**config.mk**
```make
export PLATFORM = sky130hd
export DESIGN_NAME = servo_pwm_slew
export DESIGN_NICKNAME = d
export VERILOG_FILES = /design/src/rtl/servo_pkg.sv /design/src/rtl/servo_us_tick.sv /design/src/rtl/servo_pwm_slew.sv
export SDC_FILE = /design/constraint.sdc
export NUM_CORES = 1
export LEC_CHECK = 0
export BUFFER_PORTS_ARGS = -buffer_cell sky130_fd_sc_hd__buf_2
export CORE_ASPECT_RATIO = 0.7
export CORE_MARGIN = 10
export CORE_UTILIZATION = 45
export CTS_BUF_LIST = sky130_fd_sc_hd__clkbuf_16
export DETAILED_ROUTE_END_ITERATION = 7
export SETUP_SLACK_MARGIN = 0.02
export SYNTH_ARGS = -nofsm -noshare
export SYNTH_HDL_FRONTEND = slang
export SYNTH_HIERARCHICAL = 1
export SYNTH_SLANG_ARGS = --single-unit
export TNS_END_PERCENT = 5
```
**constraint.sdc**
```tcl
create_clock -name clk -period 11.1 [get_ports clk]
set_clock_uncertainty 0.15 [all_clocks]
set_input_delay 1.11 -clock clk [delete_from_list [all_inputs] [get_ports clk]]
set_output_delay 1.11 -clock clk [all_outputs]
set_load 0.02 [all_outputs]
```
**src/rtl/servo_pkg.sv**
```systemverilog
// ---------------------------------------------------------------------------
// servo_pkg
//
// Shared widths, default timing constants and helpers for the hobby-servo
// PWM blocks.
//
// Contents:
//   US_W             width of any pulse width expressed in microseconds
//   FRAME_W          width of the microsecond position counter inside a frame
//   DEF_CLK_FREQ_HZ  default system clock frequency
//   DEF_PERIOD_US    default PWM frame length (50 Hz)
//   US_PER_SEC       microseconds per second, used to derive the prescaler
//   us_t / frame_t   convenience vector types for the two widths above
//   clamp_us()       saturate a requested width into a [lo, hi] window
// ---------------------------------------------------------------------------
package servo_pkg;

  localparam int US_W            = 11;
  localparam int FRAME_W         = 15;
  localparam int DEF_CLK_FREQ_HZ = 100_000_000;
  localparam int DEF_PERIOD_US   = 20000;
  localparam int US_PER_SEC      = 1_000_000;

  typedef logic [US_W-1:0]    us_t;
  typedef logic [FRAME_W-1:0] frame_t;

  // Saturate v into [lo, hi]. The upper bound is tested first. As a result,
  // a degenerate window (lo > hi) still produces a defined value.
  function automatic us_t clamp_us(input us_t v, input us_t lo, input us_t hi);
    us_t r;
    r = v;
    if (v > hi) begin
      r = hi;
    end else if (v < lo) begin
      r = lo;
    end
    return r;
  endfunction

endpackage

```
**src/rtl/servo_us_tick.sv**
```systemverilog
// ---------------------------------------------------------------------------
// servo_us_tick
//
// Clock prescaler that produces a one-cycle strobe once every DIV clocks.
// The servo generator uses it as its 1 us time base. The steering axis can
// use it as well.
//
// Parameters:
//   DIV      clocks per strobe (clock frequency / 1 MHz for a 1 us tick)
//
// Ports:
//   clk      system clock
//   rst      synchronous, active-high reset; restarts the count at 0
//   us_tick  high in the last cycle of every DIV-cycle period
// ---------------------------------------------------------------------------
module servo_us_tick #(
  parameter int DIV = 100
) (
  input  logic clk,
  input  logic rst,
  output logic us_tick
);

  // At least one bit is kept so that DIV == 1 still elaborates.
  // In that case the tick is then permanently high.
  localparam int CNT_W = (DIV > 1) ? $clog2(DIV) : 1;
  localparam logic [CNT_W-1:0] LAST_CNT = CNT_W'(DIV - 1);

  logic [CNT_W-1:0] r_pre_cnt;

  if (DIV < 1) begin : g_chk_div
    $error("servo_us_tick: DIV must be at least 1");
  end

  // Free-running 0..DIV-1 counter. Reset puts it back to 0, so the first
  // strobe after reset comes exactly DIV cycles after release.
  always_ff @(posedge clk) begin
    if (rst) begin
      r_pre_cnt <= '0;
    end else if (r_pre_cnt == LAST_CNT) begin
      r_pre_cnt <= '0;
    end else begin
      r_pre_cnt <= r_pre_cnt + 1'b1;
    end
  end

  assign us_tick = (r_pre_cnt == LAST_CNT);

endmodule

```
**src/rtl/servo_pwm_slew.sv**
```systemverilog
// ---------------------------------------------------------------------------
// servo_pwm_slew
//
// Slew-limited hobby-servo PWM generator. It accepts a requested pulse width
// in microseconds and clamps it to the safe servo window. At each frame
// boundary, the emitted width moves toward the request by at most SLEW_US.
// The output is a PWM frame whose width and enable change only at frame
// boundaries. A frame that has started always completes with the width and
// enable it latched, so runt pulses cannot occur.
//
// Parameters:
//   CLK_FREQ_HZ  system clock, an integer multiple of 1 MHz
//   PERIOD_US    frame length in microseconds
//   MIN_US       lowest pulse width ever emitted
//   MAX_US       highest pulse width ever emitted (< 2048, < PERIOD_US)
//   CENTER_US    pulse width after reset, inside [MIN_US, MAX_US]
//   SLEW_US      largest width change per frame; 0 removes the limit
//
// Ports:
//   clk          system clock
//   rst          synchronous, active-high reset
//   target_us    requested width, sampled only on the frame-boundary cycle
//   en           output enable, sampled only on the frame-boundary cycle
//   pwm          registered servo PWM output
//   frame_start  one-cycle pulse in the first cycle of each new frame
//   cur_us       width currently being emitted
//   settled      cur_us equals the clamped target taken at the last boundary
// ---------------------------------------------------------------------------
module servo_pwm_slew
  import servo_pkg::*;
#(
  parameter int CLK_FREQ_HZ = DEF_CLK_FREQ_HZ,
  parameter int PERIOD_US   = DEF_PERIOD_US,
  parameter int MIN_US      = 1000,
  parameter int MAX_US      = 2000,
  parameter int CENTER_US   = 1500,
  parameter int SLEW_US     = 20
) (
  input  logic            clk,
  input  logic            rst,
  input  logic [US_W-1:0] target_us,
  input  logic            en,
  output logic            pwm,
  output logic            frame_start,
  output logic [US_W-1:0] cur_us,
  output logic            settled
);

  localparam int DIV    = CLK_FREQ_HZ / US_PER_SEC;
  localparam int DIFF_W = US_W + 1;

  // Any step of 2048 or more can never be reached, because the clamped
  // difference is always below 2048. Such a step is therefore handled the
  // same way as "no limit". This also keeps the 12-bit step constant from
  // silently truncating a large parameter.
  localparam int SLEW_EFF = (SLEW_US >= (1 << US_W)) ? 0 : SLEW_US;

  localparam us_t              MIN_W      = us_t'(MIN_US);
  localparam us_t              MAX_W      = us_t'(MAX_US);
  localparam us_t              CENTER_W   = us_t'(CENTER_US);
  localparam us_t              SLEW_STEP  = us_t'(SLEW_EFF);
  localparam logic [DIFF_W-1:0] SLEW_LIMIT = DIFF_W'(SLEW_EFF);
  localparam frame_t           FRAME_LAST = frame_t'(PERIOD_US - 1);

  // Elaboration-time sanity checks on the parameter set.
  if ((CLK_FREQ_HZ < US_PER_SEC) || ((CLK_FREQ_HZ % US_PER_SEC) != 0)) begin : g_chk_clk
    $error("servo_pwm_slew: CLK_FREQ_HZ must be a non-zero multiple of 1 MHz");
  end
  if ((PERIOD_US < 1) || (PERIOD_US > (1 << FRAME_W))) begin : g_chk_period
    $error("servo_pwm_slew: PERIOD_US does not fit the frame counter");
  end
  if ((MAX_US >= (1 << US_W)) || (MAX_US >= PERIOD_US)) begin : g_chk_max
    $error("servo_pwm_slew: MAX_US must be below 2048 and below PERIOD_US");
  end
  if ((MIN_US < 0) || (MIN_US > CENTER_US) || (CENTER_US > MAX_US)) begin : g_chk_center
    $error("servo_pwm_slew: need 0 <= MIN_US <= CENTER_US <= MAX_US");
  end
  if (SLEW_US < 0) begin : g_chk_slew
    $error("servo_pwm_slew: SLEW_US must not be negative");
  end

  logic                     w_us_tick;
  logic                     w_fb;
  us_t                      w_tgt_c;
  logic signed [DIFF_W-1:0] w_diff;
  logic        [DIFF_W-1:0] w_abs_diff;
  us_t                      w_next_cur;

  frame_t r_us_cnt;
  us_t    r_cur_us;
  logic   r_act;
  logic   r_pwm;
  logic   r_frame_start;
  logic   r_settled;

  servo_us_tick #(
    .DIV (DIV)
  ) u_us_tick (
    .clk     (clk),
    .rst     (rst),
    .us_tick (w_us_tick)
  );

  // The frame boundary is the very last clock of the last microsecond.
  // Everything that is latched per frame changes on this one cycle.
  assign w_fb    = w_us_tick && (r_us_cnt == FRAME_LAST);
  assign w_tgt_c = clamp_us(target_us, MIN_W, MAX_W);

  // Next width for the coming frame. The difference is taken signed and one
  // bit wider than a width, so it can express -2047..+2047. Its magnitude is
  // compared with the step to decide between a full jump and a limited step.
  // A limited step can never overshoot, because it is used only when the
  // distance is larger than the step.
  always_comb begin
    w_diff     = $signed({1'b0, w_tgt_c}) - $signed({1'b0, r_cur_us});
    w_abs_diff = w_diff[DIFF_W-1] ? $unsigned(-w_diff) : $unsigned(w_diff);
    w_next_cur = w_tgt_c;
    if ((SLEW_EFF != 0) && (w_abs_diff > SLEW_LIMIT)) begin
      if (w_diff[DIFF_W-1]) begin
        w_next_cur = r_cur_us - SLEW_STEP;
      end else begin
        w_next_cur = r_cur_us + SLEW_STEP;
      end
    end
  end

  // Microsecond position inside the frame. It advances on each prescaler
  // tick and wraps on the boundary, so a reset restarts the frame at 0.
  always_ff @(posedge clk) begin
    if (rst) begin
      r_us_cnt <= '0;
    end else if (w_us_tick) begin
      if (w_fb) begin
        r_us_cnt <= '0;
      end else begin
        r_us_cnt <= r_us_cnt + 1'b1;
      end
    end
  end

  // Per-frame state is latched only on the boundary. Because of this, width
  // and enable stay fixed for a whole frame whatever the inputs do
  // mid-frame. The frame_start output is simply the boundary delayed by one
  // register. It therefore marks the first cycle of the frame that begins.
  always_ff @(posedge clk) begin
    if (rst) begin
      r_cur_us      <= CENTER_W;
      r_act         <= 1'b1;
      r_settled     <= 1'b0;
      r_frame_start <= 1'b0;
    end else begin
      r_frame_start <= w_fb;
      if (w_fb) begin
        r_cur_us  <= w_next_cur;
        r_settled <= (w_next_cur == w_tgt_c);
        r_act     <= en;
      end
    end
  end

  // The pulse is high while the frame position is below the latched width.
  // Because the position holds for DIV clocks per microsecond, the high
  // time is exactly cur_us*DIV cycles. On the boundary cycle the position is
  // PERIOD_US-1, which is above any legal width. The output is therefore
  // always low when a new width takes over.
  always_ff @(posedge clk) begin
    if (rst) begin
      r_pwm <= 1'b0;
    end else begin
      r_pwm <= r_act && (r_us_cnt < frame_t'(r_cur_us));
    end
  end

  assign pwm         = r_pwm;
  assign frame_start = r_frame_start;
  assign cur_us      = r_cur_us;
  assign settled     = r_settled;

endmodule
```
# Word-level counts from Yosys, hierarchy flattened
# Index checks and enable logic that the tools add are counted.
# totals
ramBits	0
romBits	0
inputBits	14
register_bits	37
latchBits	0
n_memories	0
out_inout_bits	14
wordCells	29
# op_classes
order_cmp	4
shifts	0
reduce_logical	3
add_sub_neg	6
n_bitwise	0
eq_ne	3
div_mod_pow	0
n_mux	6
multipliers	0
# op_table
op	count
$mux W11	4
$add A15 B1 Y15 const B	1
$eq A15 B15 Y1 const B	1
$lt A15 B11 Y1	1
$mux W15	1
$gt A12 B5 Y1 const B	1
$mux W12	1
$neg A12 Y12	1
$sub A11 B11 Y12	1
$add A11 B5 Y11 const B	1
$eq A11 B11 Y1	1
$gt A11 B11 Y1 const B	1
$lt A11 B10 Y1 const B	1
$sub A11 B5 Y11 const B	1
$add A7 B1 Y7 const B	1
$eq A7 B7 Y1 const B	1
$logic_and A1 B1 Y1	2
$reduce_or A2 Y1	1

# Logic depth before layout (Yosys ltp)
# depth
word_depth	9
depth_mapped	25
depth_no_buf	22

# Modules after synthesis
# Netlist, hierarchy kept.
# modules_own_cells
mod	instances	seq_area_each_um2	cells_each	area_each_um2
servo_pwm_slew	1	600.6	459	3577.2
servo_us_tick	1	140.1	33	306.5

# Least setup slack after synthesis
# No wires, ideal clock.
# synth_timing
path_type	input to register
from	input port target_us[10]
to	register r_settled (netlist: settled)
arrival_ns	5.404
slack_ns	5.487
t_required_ns	10.891
n_path_buf	3
setup_time_ns	0.059
path_stages	22
cell_sequence	clkbuf_1 > clkbuf_1 > maj3_1 > ha_1 > clkbuf_1 > a21oi_1 > nand2_1 > a31oi_1 > o21ai_0 > a31o_2 > inv_2 > fa_1 > a21o_1 > a21oi_1 > nor2b_1 > o21a_1 > o41ai_1 > xnor3_1 > nor3_1 > a31oi_1 > nor4_1 > o31a_1
# synth_via
elab_chain_len	9
word_cells_on_any_way	11
classes_between	2 x add/sub; 3 x order compare; 1 x eq/ne; 5 x mux
# synth_lines
element	line	rtl
from (decl)	servo_pwm_slew.sv:41	input logic [US_W-1:0] target_us,
$lt A11 B10 Y1	servo_pkg.sv:34	end else if (v < lo) begin
$mux W11	servo_pkg.sv:34	
$mux W11 (*)	servo_pkg.sv:32	if (v > hi) begin
$sub A11 B11 Y12	servo_pwm_slew.sv:115	w_diff = $signed({1'b0, w_tgt_c}) - $signed({1'b0, r_cur_us});
$neg A12 Y12	servo_pwm_slew.sv:116	w_abs_diff = w_diff[DIFF_W-1] ? $unsigned(-w_diff) : $unsigned(w_diff);
$mux W12	servo_pwm_slew.sv:116	
$gt A12 B5 Y1	servo_pwm_slew.sv:118	if ((SLEW_EFF != 0) && (w_abs_diff > SLEW_LIMIT)) begin
$mux W11	servo_pwm_slew.sv:118	
$eq A11 B11 Y1 (*)	servo_pwm_slew.sv:155	r_settled <= (w_next_cur == w_tgt_c);
to (signal assigned)	servo_pwm_slew.sv:155	
to (decl)	servo_pwm_slew.sv:94	logic r_settled;
# Mark *: on every way between the ends. The rest lies on a longest branch, timed or not.
# A chain may end at the register's enable or synchronous reset.

# Final worst setup path
# Ends and elaborated chain as after synthesis.

==> impl_metrics.tcl <==
set metrics [dict create \
    most_used_flip_flop_cell_after_synthesis "sky130_fd_sc_hd__dfxtp_1" \
    wire_length_of_the_first_global_routing_pass_mm 17.8 \
    clk_path_buf_depth 2 \
    die_wd_um 131 \
    detailed_place.area_um2 4060 \
    yosys_register_bits 37 \
    cp-start-kind "input port" \
    critical_path.max_stage_delay_ps 430 \
    dr.first_iter.drc_count 397 \
    reg2reg_from "cur_us[3]$_SDFFE_PP1P_" \
    hold-path-cell-count 2 \
    count_of_cell_types_in_the_netlist 82 \
    syn_nets 539 \
    critical_path_peak_fanout 20 \
    initial_core_util 0.460 \
    multi_input_combinational_cell_area_um2 2950 \
    timing.final.crit_share 0.539 \
    slowest_stage "sky130_fd_sc_hd__fa_1" \
    io_buffer_count 27 \
    asyncSetResetFlopFracSynth 0 \
    dr.pass1.iters 4 \
    rsz_0062_raised_after_global_routing "no" \
    final-max-slew-violation-count 0 \
    cts.hold.buffers_added 0 \
    status "finished, final reports clean" \
    antenna_violations_before_repair 0 \
    ff_latch_area_um2 741 \
    yosys_warnings 6 \
    postCtsSetupBuffers 0 \
    ioPinCount 28 \
    timing.critical_path.to_type "flop" \
    vdd_ir_drop_max_v 0.0000559 \
    most_frequent_cells_in_the_layout "sky130_fd_sc_hd__nor2_1 (46), sky130_fd_sc_hd__nand2_1 (39), sky130_fd_sc_hd__dfxtp_1 (37)" \
    clock_insertion_delay_worst_skew_ps 290 \
    worst_case_reg_to_reg_path_depth 19 \
    layoutNonFillerInstCount 625 \
    timing.critical_path.arrival_ps 6060 \
    grt_usage 0.168 \
    worstHoldEndpoint "pwm$_SDFF_PP0_" \
    hold_path_class "flop to flop" \
    core_footprint_um2 8440 \
    grt_start_max_net_pins 26 \
    cts_sinks 37 \
    place_hpwl_mm 8.33 \
    placed_cells_incl_taps 617 \
    maxCapViolations 0 \
    detail-route-antenna-nets 0 \
    reg2reg_slack_ps 6440 \
    layout_commonest_cell "sky130_fd_sc_hd__nor2_1" \
    report.power.total_w 0.000403 \
    cts_tree "yes" \
    drcViolationCount 0 \
    min-delay-start "r_act$_SDFFE_PP1P_" \
    critical_path_required_ps 11180 \
    critical_path_class "input port to flop" \
    drive_above_1_share 0.131 \
    area.growth.synth_to_final_pct 8.96 \
    synthesis.area_um2 3880 \
    count_of_endpoints_failing_setup_in_the_final_report 0 \
    cells_along_the_critical_path "buf_2 > o21ba_2 > nand3_2 > nand3_1 > and2_1 > ha_1 > nand3_1 > nand2_1 > a31oi_1 > o21ai_0 > a31o_2 > inv_2 > fa_1 > a21o_1 > a21oi_1 > nor2b_1 > o21a_1 > o41ai_1 > xnor3_1 > nor3_1 > a31oi_1 > nor4_1 > o31a_1" \
    worst_r2r_endpoint "settled$_SDFFE_PP0P_" \
    routed_wl_mm 10.6 \
    transition_time_of_the_tightest_slew_check_pin_ps 883 \
    antenna-diode-count 0 \
    final.hold.worst_slack_ps 308 \
    cts_buffers 5 \
    setup-tns-final_ps 0 \
    gp_congestion 0.953 \
    grt_pass1_vias 3466 \
    h-tree-depth 2 \
    floorplan.die.height_um 97.7 \
    edff_count_synth 0 \
    grt.overflow.total 0 \
    synthesis.area_per_instance_um2 7.89 \
    num-fill-cells 795 \
    num-nets-final 551 \
    finalCriticalPeriod_ps 5980 \
    num_vias 3741 \
    area_enclosed_by_the_die_boundary_um2 12800 \
    cts_repair_resize_count 0 \
    synth_sequential_area_ratio 0.191 \
    post_drt_via_cell_ratio 5.99 \
    p_leak_nw 1.72 \
    fmax_ghz 0.167 \
    row_count 28 \
    post_synthesis_cell_count 492 \
    wl_per_cell_um 17.0 \
    final_design_area_no_fill_um2 4230 \
    final-hold-violation-count 0 \
    timing.slew.headroom 0.410 \
    power.density_cell_area_nw_per_um2 95.3 \
    clk_pin_slew_ps 60 \
    cts.root.buffer_cell "sky130_fd_sc_hd__clkbuf_16" \
]
## how the worst max path moves through the flow
stage          slack (ps)           from  cells past startpoint                   end
6_report             5120  target_us[10]                     23  settled$_SDFFE_PP0P_
3_3_place_gp         5040  target_us[10]                     20  settled$_SDFFE_PP0P_
2_1_floorplan        5490  target_us[10]                     22  settled$_SDFFE_PP0P_
4_1_cts              5130  target_us[10]                     23  settled$_SDFFE_PP0P_
3_5_place_dp         4850  target_us[10]                     23  settled$_SDFFE_PP0P_
5_1_grt              4590  target_us[10]                     23  settled$_SDFFE_PP0P_
## cell type report
type,count,share of cell area
repair buffers,29,0.0355
inverters,18,0.0160
multi-input cells,413,0.698
well taps,120,0.0355
clock inverters,3,0.0109
clock buffers,5,0.0296
flip-flops and latches,37,0.175
## cell families (layout without fill, tap and decap cells)
logic type,Yosys count,count (layout),synth area share
AOI/OAI and AO/OA,125,125,0.239
and+or+nand+nor,214,214,0.307
buffers and inverters,42,55,0.0493
xor gates and xnor gates,34,34,0.0851
DFF,37,37,0.191
muxes,6,6,0.0180
adders and majority gates,34,34,0.111
## worst max-delay path, delay by kind of cell
kind | cells | cell delay (ps)
AOI/OAI and AO/OA | 10 | 1890
buffers and inverters | 2 | 380
adders and majority gates | 2 | 810
and+or+nand+nor | 8 | 1550
xor gates and xnor gates | 1 | 300
## registers in the layout (all words and copies together) (netlist names)
name	flops
frame_start	1
u_us_tick/r_pre_cnt	7
r_act	1
cur_us	11
pwm	1
settled	1
r_us_cnt	15
## synth_stat cells (7+ instances only)
master | count | area, um^2
sky130_fd_sc_hd__o21ai_0 | 16 | 80.1
sky130_fd_sc_hd__dfxtp_1 | 37 | 741
sky130_fd_sc_hd__a211oi_1 | 9 | 67.6
sky130_fd_sc_hd__a21oi_1 | 26 | 130
sky130_fd_sc_hd__and3_1 | 7 | 43.8
sky130_fd_sc_hd__nand2b_1 | 14 | 87.6
sky130_fd_sc_hd__xnor2_1 | 12 | 105
sky130_fd_sc_hd__inv_1 | 17 | 63.8
sky130_fd_sc_hd__ha_1 | 32 | 400
sky130_fd_sc_hd__nor2_1 | 46 | 173
sky130_fd_sc_hd__nor2b_1 | 10 | 62.6
sky130_fd_sc_hd__or3_1 | 10 | 62.6
sky130_fd_sc_hd__xor2_1 | 20 | 175
sky130_fd_sc_hd__nand4_1 | 18 | 113
sky130_fd_sc_hd__a21o_1 | 18 | 135
sky130_fd_sc_hd__nor3_1 | 14 | 70.1
sky130_fd_sc_hd__nand2_1 | 39 | 146
sky130_fd_sc_hd__nand3_1 | 15 | 75.1
sky130_fd_sc_hd__clkbuf_1 | 14 | 52.6
sky130_fd_sc_hd__a31oi_1 | 14 | 87.6
## where the power goes
part | leakage (nW) | switching (W) | internal (W)
sequential | 0.299 | 0.00000102 | 0.000134
clock | 0.0800 | 0.0000593 | 0.000106
combinational | 1.34 | 0.0000636 | 0.0000390
total | 1.72 | 0.000124 | 0.000279
## through the flow
stage | setup slack, ps | util
floorplan | 5490 | -
global placement | 5040 | 0.481
detailed placement | 4850 | 0.481
CTS | 5130 | 0.501
global route | 4590 | 0.501
finish | 5120 | 0.501
## metal layers
layer | share of wire | track usage
met1 | 0.52 | 0.258
met2 | 0.39 | 0.224
met3 | 0.086 | 0.0442
met4 | 0.011 | 0.0358
met5 | 0 | 0
No activity file was read; power rests on OpenSTA's default activity.
